`src/rtl/micro_timer_pkg.sv`:
```
// Shared constants for the microsecond interval timer: state encodings and
// the start-acceptance rule, kept here so game-flow FSMs can reuse them.
package micro_timer_pkg;

    // Default width of timestamps, durations and elapsed counts.
    localparam int TW_DEFAULT = 32;

    // Interval FSM states. Encodings are fixed so other FSMs can decode them.
    typedef enum logic [1:0] {
        IDLE = 2'd0,
        RUN  = 2'd1,
        DONE = 2'd2
    } timer_state_e;

    // A start request is honoured only when no cancel arrives in the same
    // cycle: cancel always wins.
    function automatic logic start_accepted(input logic start, input logic cancel);
        return start & ~cancel;
    endfunction

endpackage : micro_timer_pkg

```
`src/rtl/micro_elapsed.sv`:
```
// Wrap-safe elapsed-time arithmetic. Modulo-2^TW subtraction of the start
// stamp from the current time gives the right answer across a counter wrap,
// and the comparison against the duration is then plain unsigned.
module micro_elapsed #(
    parameter int TW = 32
) (
    input  logic [TW-1:0] now,
    input  logic [TW-1:0] stamp,
    input  logic [TW-1:0] dur,
    output logic [TW-1:0] elapsed,
    output logic          expired
);

    // Subtract-and-compare; purely combinational, no state.
    always_comb begin
        elapsed = now - stamp;
        expired = (elapsed >= dur);
    end

endmodule : micro_elapsed

```
`src/rtl/micro_timer.sv`:
```
// Microsecond interval timer. Latches a timestamp and duration when a start
// is accepted, tracks elapsed microseconds against a free-running time base,
// and emits a one-cycle done pulse at expiry. Cancel aborts silently; a start
// while running restarts the interval. All outputs come straight from flops.
module micro_timer
    import micro_timer_pkg::*;
#(
    parameter int TW = TW_DEFAULT
) (
    input  logic          clk,
    input  logic          rst,
    input  logic [TW-1:0] timeMicro,
    input  logic          start,
    input  logic          cancel,
    input  logic [TW-1:0] duration,
    output logic          busy,
    output logic          done,
    output logic [TW-1:0] elapsed
);

    timer_state_e  r_state;
    timer_state_e  w_next;
    logic          r_busy;
    logic          r_done;
    logic [TW-1:0] r_stamp;
    logic [TW-1:0] r_dur;
    logic [TW-1:0] r_elapsed;

    logic          w_accept;
    logic          w_load;
    logic          w_track;
    logic [TW-1:0] w_elapsed;
    logic          w_expired;

    assign w_accept = start_accepted(start, cancel);

    micro_elapsed #(
        .TW (TW)
    ) u_elapsed (
        .now     (timeMicro),
        .stamp   (r_stamp),
        .dur     (r_dur),
        .elapsed (w_elapsed),
        .expired (w_expired)
    );

    // Next-state and datapath control decode.
    always_comb begin
        // NOTE: every output of this block is given a default first so no
        // path through the case leaves a signal unassigned and infers a latch.
        w_next  = r_state;
        w_load  = 1'b0;
        w_track = 1'b0;
        unique case (r_state)
            IDLE: begin
                if (w_accept) begin
                    w_next = RUN;
                    w_load = 1'b1;
                end
            end
            RUN: begin
                if (cancel) begin
                    // Abort: elapsed stays frozen, no done pulse follows.
                    w_next = IDLE;
                end else if (start) begin
                    // Restart: re-latch and keep running.
                    w_load = 1'b1;
                end else begin
                    w_track = 1'b1;
                    if (w_expired) begin
                        w_next = DONE;
                    end
                end
            end
            DONE: begin
                // The done pulse is already on the output this cycle; a start
                // here is taken exactly as from IDLE.
                if (w_accept) begin
                    w_next = RUN;
                    w_load = 1'b1;
                end else begin
                    w_next = IDLE;
                end
            end
            default: begin
                w_next = IDLE;
            end
        endcase
    end

    // State register with status flags registered from the next state.
    always_ff @(posedge clk) begin
        // NOTE: sequential state uses non-blocking assignments so every flop
        // samples pre-edge values regardless of statement order.
        if (!rst) begin
            r_state <= IDLE;
            r_busy  <= 1'b0;
            r_done  <= 1'b0;
        end else begin
            r_state <= w_next;
            r_busy  <= (w_next == RUN);
            r_done  <= (w_next == DONE);
        end
    end

    // Interval datapath: stamp, duration and elapsed registers.
    always_ff @(posedge clk) begin
        if (!rst) begin
            r_stamp   <= '0;
            r_dur     <= '0;
            r_elapsed <= '0;
        end else if (w_load) begin
            r_stamp   <= timeMicro;
            r_dur     <= duration;
            r_elapsed <= '0;
        end else if (w_track) begin
            r_elapsed <= w_elapsed;
        end
    end

    assign busy    = r_busy;
    assign done    = r_done;
    assign elapsed = r_elapsed;

endmodule : micro_timer

```
`config.mk`:
```
export PLATFORM = sky130hd
export DESIGN_NAME = micro_timer
export DESIGN_NICKNAME = d
export VERILOG_FILES = /design/src/rtl/micro_timer_pkg.sv /design/src/rtl/micro_elapsed.sv /design/src/rtl/micro_timer.sv
export SDC_FILE = /design/constraint.sdc
export NUM_CORES = 1
export LEC_CHECK = 0
export ABC_AREA = 1
export CAP_MARGIN = 10
export CORE_MARGIN = 4
export CORE_UTILIZATION = 25
export DETAILED_ROUTE_END_ITERATION = 8
export SYNTH_ARGS = -nofsm -noshare
export SYNTH_HDL_FRONTEND = slang
export SYNTH_SLANG_ARGS = --single-unit
```
`constraint.sdc`:
```
create_clock -name clk -period 3.6 [get_ports clk]
set_input_delay 0.72 -clock clk [delete_from_list [all_inputs] [get_ports clk]]
set_output_delay 0.72 -clock clk [all_outputs]
set_load 0.1 [all_outputs]
```
==> impl_metrics.env <==
export IMPL_min_period_over_period=0.9410
export IMPL_endpoint_kind="flip-flop"
export IMPL_power_leakage_nw=4.067
export IMPL_period_needed_ns=3.388
export IMPL_cts_clk_slew_worst_paths_ns=0.07
export IMPL_dieArea_um2=27780
export IMPL_power_mw=3.588
export IMPL_yosys_top_cells_area="dfxtp_1 (32%), ha_1 (13%), a21oi_1 (9.6%), nand2_1 (9.1%), o21ai_0 (8.4%)"
export IMPL_fmax_mhz=295.2
export IMPL_mappedNetlistArea_um2=6295
export IMPL_syn_num_nets=1061
export IMPL_drt_first_pass_iters=4
export IMPL_ir_worst_vdd_v=0.0002215
export IMPL_ys_seq_area_frac=0.3180
export IMPL_tns_ns=0
export IMPL_htree_levels=3
export IMPL_p_per_area_nw_per_um2=388.0
export IMPL_io_pins=102
export IMPL_dp_cells=1442
export IMPL_synth_top_area_cell="dfxtp_1"
export IMPL_maxSlewHeadroom=0.3380
export IMPL_met2WireLength_um=8876
export IMPL_track_usage=0.1377
export IMPL_drt_iter0_drc=253
export IMPL_worst_pin_slew_ns=0.9899
export IMPL_die_y_um=166.7
export IMPL_critPathArrivalTime_ns=3.63
export IMPL_cts_buffers=9
export IMPL_grt_overflow_total=0
export IMPL_die_w_um=166.7
export IMPL_wl_met3_um=893
export IMPL_cp_common_cell="nand2_1"
export IMPL_crit_family="simple AND/OR/NAND/NOR gates"
export IMPL_start_util=0.2566
export IMPL_ant_nets=0
export IMPL_cts_sinks=100
export IMPL_cp_buffers_inverters=2
export IMPL_routed_wl_um=19570
export IMPL_fin_nets=1262
export IMPL_fill_cells=2581
export IMPL_r2r_slack_ns=0.70
export IMPL_ctsHoldBuffers=0
export IMPL_core_region_area_um2=24530
export IMPL_grt_pass1_vias=6378
export IMPL_globalplace_congestion=0.8534
export IMPL_hold_class="flip-flop to flip-flop"
export IMPL_hpwl_um=15720
export IMPL_insertion_delay_ns=0.36
export IMPL_crit_slowest_cell="clkdlybuf4s50_1"
export IMPL_cp_data_required_time_ns=3.84
export IMPL_hold_violations=0
export IMPL_startpoint_type="input pin"
export IMPL_antenna_found_initial=0
export IMPL_port_buffers=101
export IMPL_wl_per_cell_um=13.41
export IMPL_row_count=57
export IMPL_ys_types=33
export IMPL_netlist_instances=929
export IMPL_cpPeakStageDelay_ns=0.45
export IMPL_diodes=0
export IMPL_top_layer="met4"
export IMPL_stdcell_count=1459
export IMPL_path_class="input pin to flip-flop"
export IMPL_grt_pass1_wl_um=31570
export IMPL_ys_ff_latch=100
export IMPL_finalSetupViolCount=0
export IMPL_drive_gt1_frac=0.2000
export IMPL_hold_slack_ns=0.4594
export IMPL_via_count=6498
export IMPL_grt_max_degree=65
export IMPL_wl_met1_um=9490
export IMPL_status="completed"
export IMPL_via_per_inst=4.454
export IMPL_crit_chain="clkdlybuf4s50_1 > ha_1 > buf_4 > nand2_1 > o21a_1 > nand2_1 > a21oi_2 > nand2_1 > nand2_1 > nand2_2 > ha_4 > nand2_2 > nor2_4 > nand4_1 > a21oi_1 > nor2_1 > nand2_1 > nand2_1 > nand2_2 > a21oi_1"
export IMPL_syn2layout_area_growth_pct=46.93
export IMPL_finClkSkew_ns=0.01318
export IMPL_yosysWarningCount=0
export IMPL_final_max_slew_viol_count=0
export IMPL_avgSynthCellArea_um2=6.776
export IMPL_maxCapViolCount=0
export IMPL_clockBufferDepth=2
export IMPL_synth_top_area_share=0.3180
export IMPL_root_buffer="clkbuf_16"
export IMPL_drc=0
export IMPL_cts_tree="done"
export IMPL_critPathMaxFanout=4
registers in the layout, summed over array words and instances, names as in the netlist:
register  flops
r_dur        32
busy          1
r_state       2
done          1
elapsed      32
r_stamp      32
path summary, 6_finish.rpt:
path | startpoint | to | cells past startpoint
worst min-delay path | r_stamp[27] | r_stamp[27] | 2
worst max register to register | r_stamp[20] | busy | 19
worst min register to register | r_stamp[27] | r_stamp[27] | 2
worst max-delay path | timeMicro[20] | busy | 20
layout by cell type, fill, tap and decap left out, types with 2 or more instances in the layout:
cell type / instances
dlymetal6s2s_1: 9
nand3_2: 5
nand3_1: 29
nand2_4: 2
a21oi_2: 23
ha_4: 18
nand3b_1: 3
dfxtp_1: 100
o21ai_2: 3
inv_2: 4
nand2_1: 143
o21a_1: 3
clkbuf_16: 9
clkdlybuf4s50_1: 91
nor3_2: 4
nor3_1: 3
nor2_1: 113
inv_1: 128
inv_8: 2
nor4_2: 2
o21ai_1: 11
a21o_1: 4
nand4_1: 10
buf_4: 116
nand2_2: 16
o21ai_0: 97
a21oi_1: 99
xor2_1: 12
ha_1: 45
o21bai_1: 2
nor2_2: 9
or2_1: 2
o211ai_1: 3
inv_6: 4
worst register-to-register path, stage by stage (launching register included):
cell and delay [ns]:
dfxtp_1 0.31, inv_1 0.05, ha_1 0.36, buf_4 0.15, nand2_1 0.13, nor2_1 0.21, nand2_1 0.09, nand3b_1 0.20
nand3_1 0.13, nand2_1 0.09, ha_1 0.27, nand2_1 0.08, nor2_4 0.12, nand4_1 0.12, a21oi_1 0.14, nor2_1 0.06
nand2_1 0.09, nand2_1 0.07, nand2_2 0.07, a21oi_1 0.05
cell families after synthesis:
family	count (synthesis)	share of synthesized area
fa+ha+maj	64	0.1284
simple gates	344	0.2316
buf+inv	160	0.09839
xor+xnor	15	0.02087
compound gates	246	0.2027
flops	100	0.3180
cell usage after synthesis, drive strengths merged:
cell,number
nand3,34
ha,63
dfxtp,100
xor2,13
xnor2,2
clkbuf,20
nor2,123
a21oi,122
o21a,3
nand2,161
nand4,10
o21ai,112
nand3b,3
o21bai,2
nor4,3
or2,2
o211ai,3
fa,1
a21o,4
nor3,8
inv,132
buf,8
through the flow:
stage,util,setup slack (ns),instance area (um^2)
after CTS,0.3580,0.1302,8783
final,0.3770,0.2124,9249
after global placement,0.3453,-0.1931,8471
after floorplan,-,0.4894,6295
after global routing,0.3770,-0.06067,9249
after detailed placement,0.3453,-0.2287,8471
where the power goes:
part / total, mW / switching (mW) / internal, mW
clock network: 1.04 / 0.480 / 0.560
logic: 1.37 / 0.746 / 0.624
registers: 1.18 / 0.0165 / 1.16
layout make-up:
cell class | instances | area [um^2] | area share
clock buffer | 9 | 225.2 | 0.02435
clock inverter | 7 | 87.58 | 0.009470
inverter | 132 | 495.5 | 0.05357
multi-input combinational | 669 | 4114 | 0.4448
sequential | 100 | 2002 | 0.2165
tap | 324 | 405.4 | 0.04383
timing repair buffer | 218 | 1919 | 0.2075
routing by layer:
metal,GRT usage,up-vias
met2,0.2216,112
met3,0.03200,21
li1,-,3445
met1,0.1876,2920
met5,0,-
met4,0.03344,0
what timing repair did:
item / in CTS / in global routing
endpoints found under the setup margin: 0 / 4
gates resized for setup: 0 / 96
buffers inserted: 0 / 1
hold endpoints to repair: 0 / 0
Power figures use the tool's default switching activity.
==> patch 1 (same flow settings) <==
`TW_DEFAULT`: 32 -> 16.
--- a/src/rtl/micro_timer_pkg.sv
+++ b/src/rtl/micro_timer_pkg.sv
@@ -5,3 +5,3 @@
     // Default width of timestamps, durations and elapsed counts.
-    localparam int TW_DEFAULT = 32;
+    localparam int TW_DEFAULT = 16;
 
Ports: changed (resized duration, elapsed and timeMicro); port bits go from 102 to 54. No check against the original RTL was run, so the function may have changed too.
==> patch 1 against the original RTL <==
Maximum frequency increased by 2.8%; routed wire length fell by 60%; sequential cell count fell by 48; sequential share of layout area increased by 4.9 points; total power down 55%; clock power decreased by 47%; combinational power is 66% lower; final area fell by 58%; register-to-register slack improved by 250 ps; setup slack improved by 92 ps; synthesized area shrank 51%; first-iteration DRC count shrank 52%; sequential power is 48% lower; clock skew shrank 7.0 ps.
==> patch 1: results (changes against the original RTL) <==
clock_tree:
  cts_root_buf: "clkbuf_16"
  clk_pin_slew_ps: 70  # about the same
  htreeDepth: 2  # -1
  clock_latency_ps: 290  # -70 ps
  cts_buffers: 5  # -4
cells_and_area:
  seq_cells: 52  # -48%
  signal_buffers: 57  # -74%
  final-clk-cell-share_pct: 4.28  # +0.90 points
  buffer_area_share_pct: 14.3  # -6.5 points
  nMultiInputCombCells: 305  # -54%
  regArea_um2: 1040  # -48%
  stdcell_count: 641  # -56%
  drive_above_1_share_pct: 4.25  # -16 points
  nClkBuffers: 6  # -3
  multi_input_area_um2: 1700  # -59%
  finalNetCount: 561  # -56%
  nFillCells: 1304  # -49%
  n_all_inverters: 72  # -45%
  syn_to_final_growth_pct: 27.5
worst_setup_path:
  worstPathMaxFanout: 3  # -1
  cp_data_arrival_time_ps: 3520  # -110 ps
  cp_top_family: "adder cells"
timing:
  finalMaxSlewViolations: 0  # unchanged
  maxSlewHeadroom_pct: 34.0  # +0.24 points
  fin_skew_ps: 6.20  # -6.98 ps
run_status:
  status: "finished clean"
placement:
  dp_cells: 633  # -56%
  pre_cts_ws_ps: 14.9  # +244 ps
  hpwlAfterDp_mm: 6.21  # -60%
  portBuffers: 53  # -48%
  globalplace.congestion: 0.863  # +1.2%
  dpl_cell_area_um2: 3750  # -56%
synth:
  syn_area_per_cell_um2: 6.97  # +2.9%
  synth_cell_type_count: 28  # -15%
  synth_ff_type: "dfxtp_1"
  yosysSeqAreaShare_pct: 33.8  # +2.0 points
  ys_warn_count: 0  # unchanged
  yosys-top-cells-count: "nand2_1, inv_1, a21oi_1, dfxtp_1, nor2_1"
  synth_area_leaders: "dfxtp_1, ha_1, nand2_1, inv_1, a21oi_1"
  syn-num-nets: 509  # -52%
drt:
  route.final.wire_length_mm: 7.74  # -60%
  dr_total_vias: 2804  # -57%
  drtIter0Drc: 122  # -52%
global_route:
  grt_max_degree: 36  # -45%
  grt_pass1_wl_mm: 13.1  # -59%
  track_usage_pct: 11.2  # -2.6 points
power_and_ir_drop:
  max-vdd-ir-drop_v: 0.000165  # -26%
  leakage_uw: 0.00178  # -56%
floorplanning:
  core_area_um2: 12000  # -51%
patch 1: routing by layer:
metal	GRT usage (%)	vias to the layer above	routed length (µm)	part of all wire, %
li1	-	1534	-	-
met1	15.1	1214	3890	50
met2	17.7	47	3400	44
met3	3.04	9	357	4.6
met4	3.04	0	99	1.3
met5	0	-	0	0
patch 1: final timing paths:
kind	startpoint	end	slack [ps]	cells past startpoint
max	timeMicro[0]	r_state[0]	300	20
min	r_stamp[3]	r_stamp[3]	450	2
max reg2reg	r_stamp[0]	r_state[0]	950	18
min reg2reg	r_stamp[3]	r_stamp[3]	450	2
patch 1: cells by family after synthesis:
logic type	count (synthesis)	synth area share, %
AND/OR/NAND/NOR	158	21.5
AO/OA/AOI/OAI	108	18.4
buffers and inverters	84	11.0
flip-flops	52	33.8
adder cells (fa/ha/maj)	32	13.3
XOR/XNOR	7	1.99
patch 1: power by group:
part | total, µW | internal (µW) | switching [µW]
clock network | 550 | 331 | 219
registers | 613 | 604 | 9.29
logic | 469 | 183 | 286
==> patch 2 (same settings) <==
Made on the original files. Reset style: asynchronous (`rst`), changed in 2 clocked blocks.
--- a/src/rtl/micro_timer.sv
+++ b/src/rtl/micro_timer.sv
@@ -91,3 +91,3 @@
     // State register with status flags registered from the next state.
-    always_ff @(posedge clk) begin
+    always_ff @(posedge clk or negedge rst) begin
         // NOTE: sequential state uses non-blocking assignments so every flop
@@ -106,3 +106,3 @@
     // Interval datapath: stamp, duration and elapsed registers.
-    always_ff @(posedge clk) begin
+    always_ff @(posedge clk or negedge rst) begin
         if (!rst) begin
Function: differs if rst is asserted again (counterexample within 4 cycles, from zero or initial values and one cycle with rst low); with rst held inactive, the same outputs for 4 cycles.
==> patch 2 against the original RTL <==
Final area increased by 8.2%; sequential power up 15%; setup slack got worse by 50 ps; synthesized area increased by 11%; critical path depth increased by 1; global-route usage shrank 0.93 points; total power increased by 37%; core utilization decreased by 1.6 points; die area increased by 11%; sequential cell count stayed put; register-to-register slack lost 90 ps; combinational power up 82%; routed wire length up 2.8%; synthesized cell count increased by 10%.
==> patch 2: results (changes against the original RTL) <==
power_and_ir_drop:
  max-vdd-ir-drop_v: 0.000244  # +10%
  p_switching_uw: 2070  # +66%
  leakage_uw: 0.00541  # +33%
  switching_share_pct: 41.9  # +7.3 points
  comb_cell_power_uw: 2500  # +82%
run_status:
  status: "finished clean"
placement:
  globalplace.congestion: 0.857  # +0.42%
  pre_cts_ws_ps: -307  # -78.7 ps
  dpl_cell_area_um2: 9210  # +8.7%
synth:
  synth_cell_type_count: 31  # -6.1%
  synth_ff_type: "dfrtp_1"
  async_flop_share_pct: 100  # +100 points
  yosysSeqAreaShare_pct: 35.7  # +3.9 points
  syn_area_per_cell_um2: 6.84  # +1.0%
  yosys-top-cells-count: "nand2_1, inv_1, nor2_1, dfrtp_1, a21oi_1"
  synth_area_leaders: "dfrtp_1, nand2_1, ha_1, inv_1, a21oi_1"
  synth_top_area_share_pct: 35.7  # +3.9 points
min_path:
  min-delay-path-class: "primary input to asynchronous set/reset pin"
worst_setup_path:
  worstReg2RegEnd: "r_state[0]"
  reg2reg_from: "r_stamp[0]"
  cp_data_arrival_time_ps: 3690  # +60 ps
  worstPathMaxFanout: 3  # -1
  critPathMaxStageDelay_ps: 410  # -40 ps
  cp-startpoint: "timeMicro[0]"
timing:
  tightestPinTransition_ps: 1010  # +20.0 ps
  whs_ps: 357  # -102 ps
cells_and_area:
  nFillCells: 2935  # +14%
drt:
  drtIter0Drc: 240  # -5.1%
  dr_total_vias: 6655  # +2.4%
  wl_per_cell_um: 12.5  # -6.6%
global_route:
  grt_pass1_vias: 6415  # +0.58%
  antenna_found_initial: 2  # +2
## patch 2: logic make-up (layout without fill, tap and decap cells)
kind of cell | count (synthesis) | in the layout | share of synthesized area (%)
DFF | 100 | 100 | 35.7
and+or+nand+nor | 514 | 514 | 30.2
other | 0 | 2 | 0
muxes | 2 | 2 | 0.321
adders and majority gates | 64 | 64 | 11.5
AOI/OAI and AO/OA | 116 | 116 | 8.76
buffers and inverters | 214 | 417 | 11.7
xor gates and xnor gates | 14 | 14 | 1.75
## patch 2: area by class of cell
type	count	area, µm²	share of cell area, %
clock inverters	5	85.1	0.850
clock buffers	11	233	2.33
repair buffers	207	1860	18.6
multi-input cells	710	4110	41.1
well taps	378	473	4.73
diodes	2	5.00	0.0500
flip-flops and latches	100	2500	25.0
inverters	194	728	7.28
## patch 2: per-layer routing
metal  track usage [%]  vias up  wire (µm)
met1              17.3     3006       9690
met2              20.9       93       9190
met5                 0        -          0
li1                  -     3541          -
met4              3.05        0        310
met3              3.14       15        933
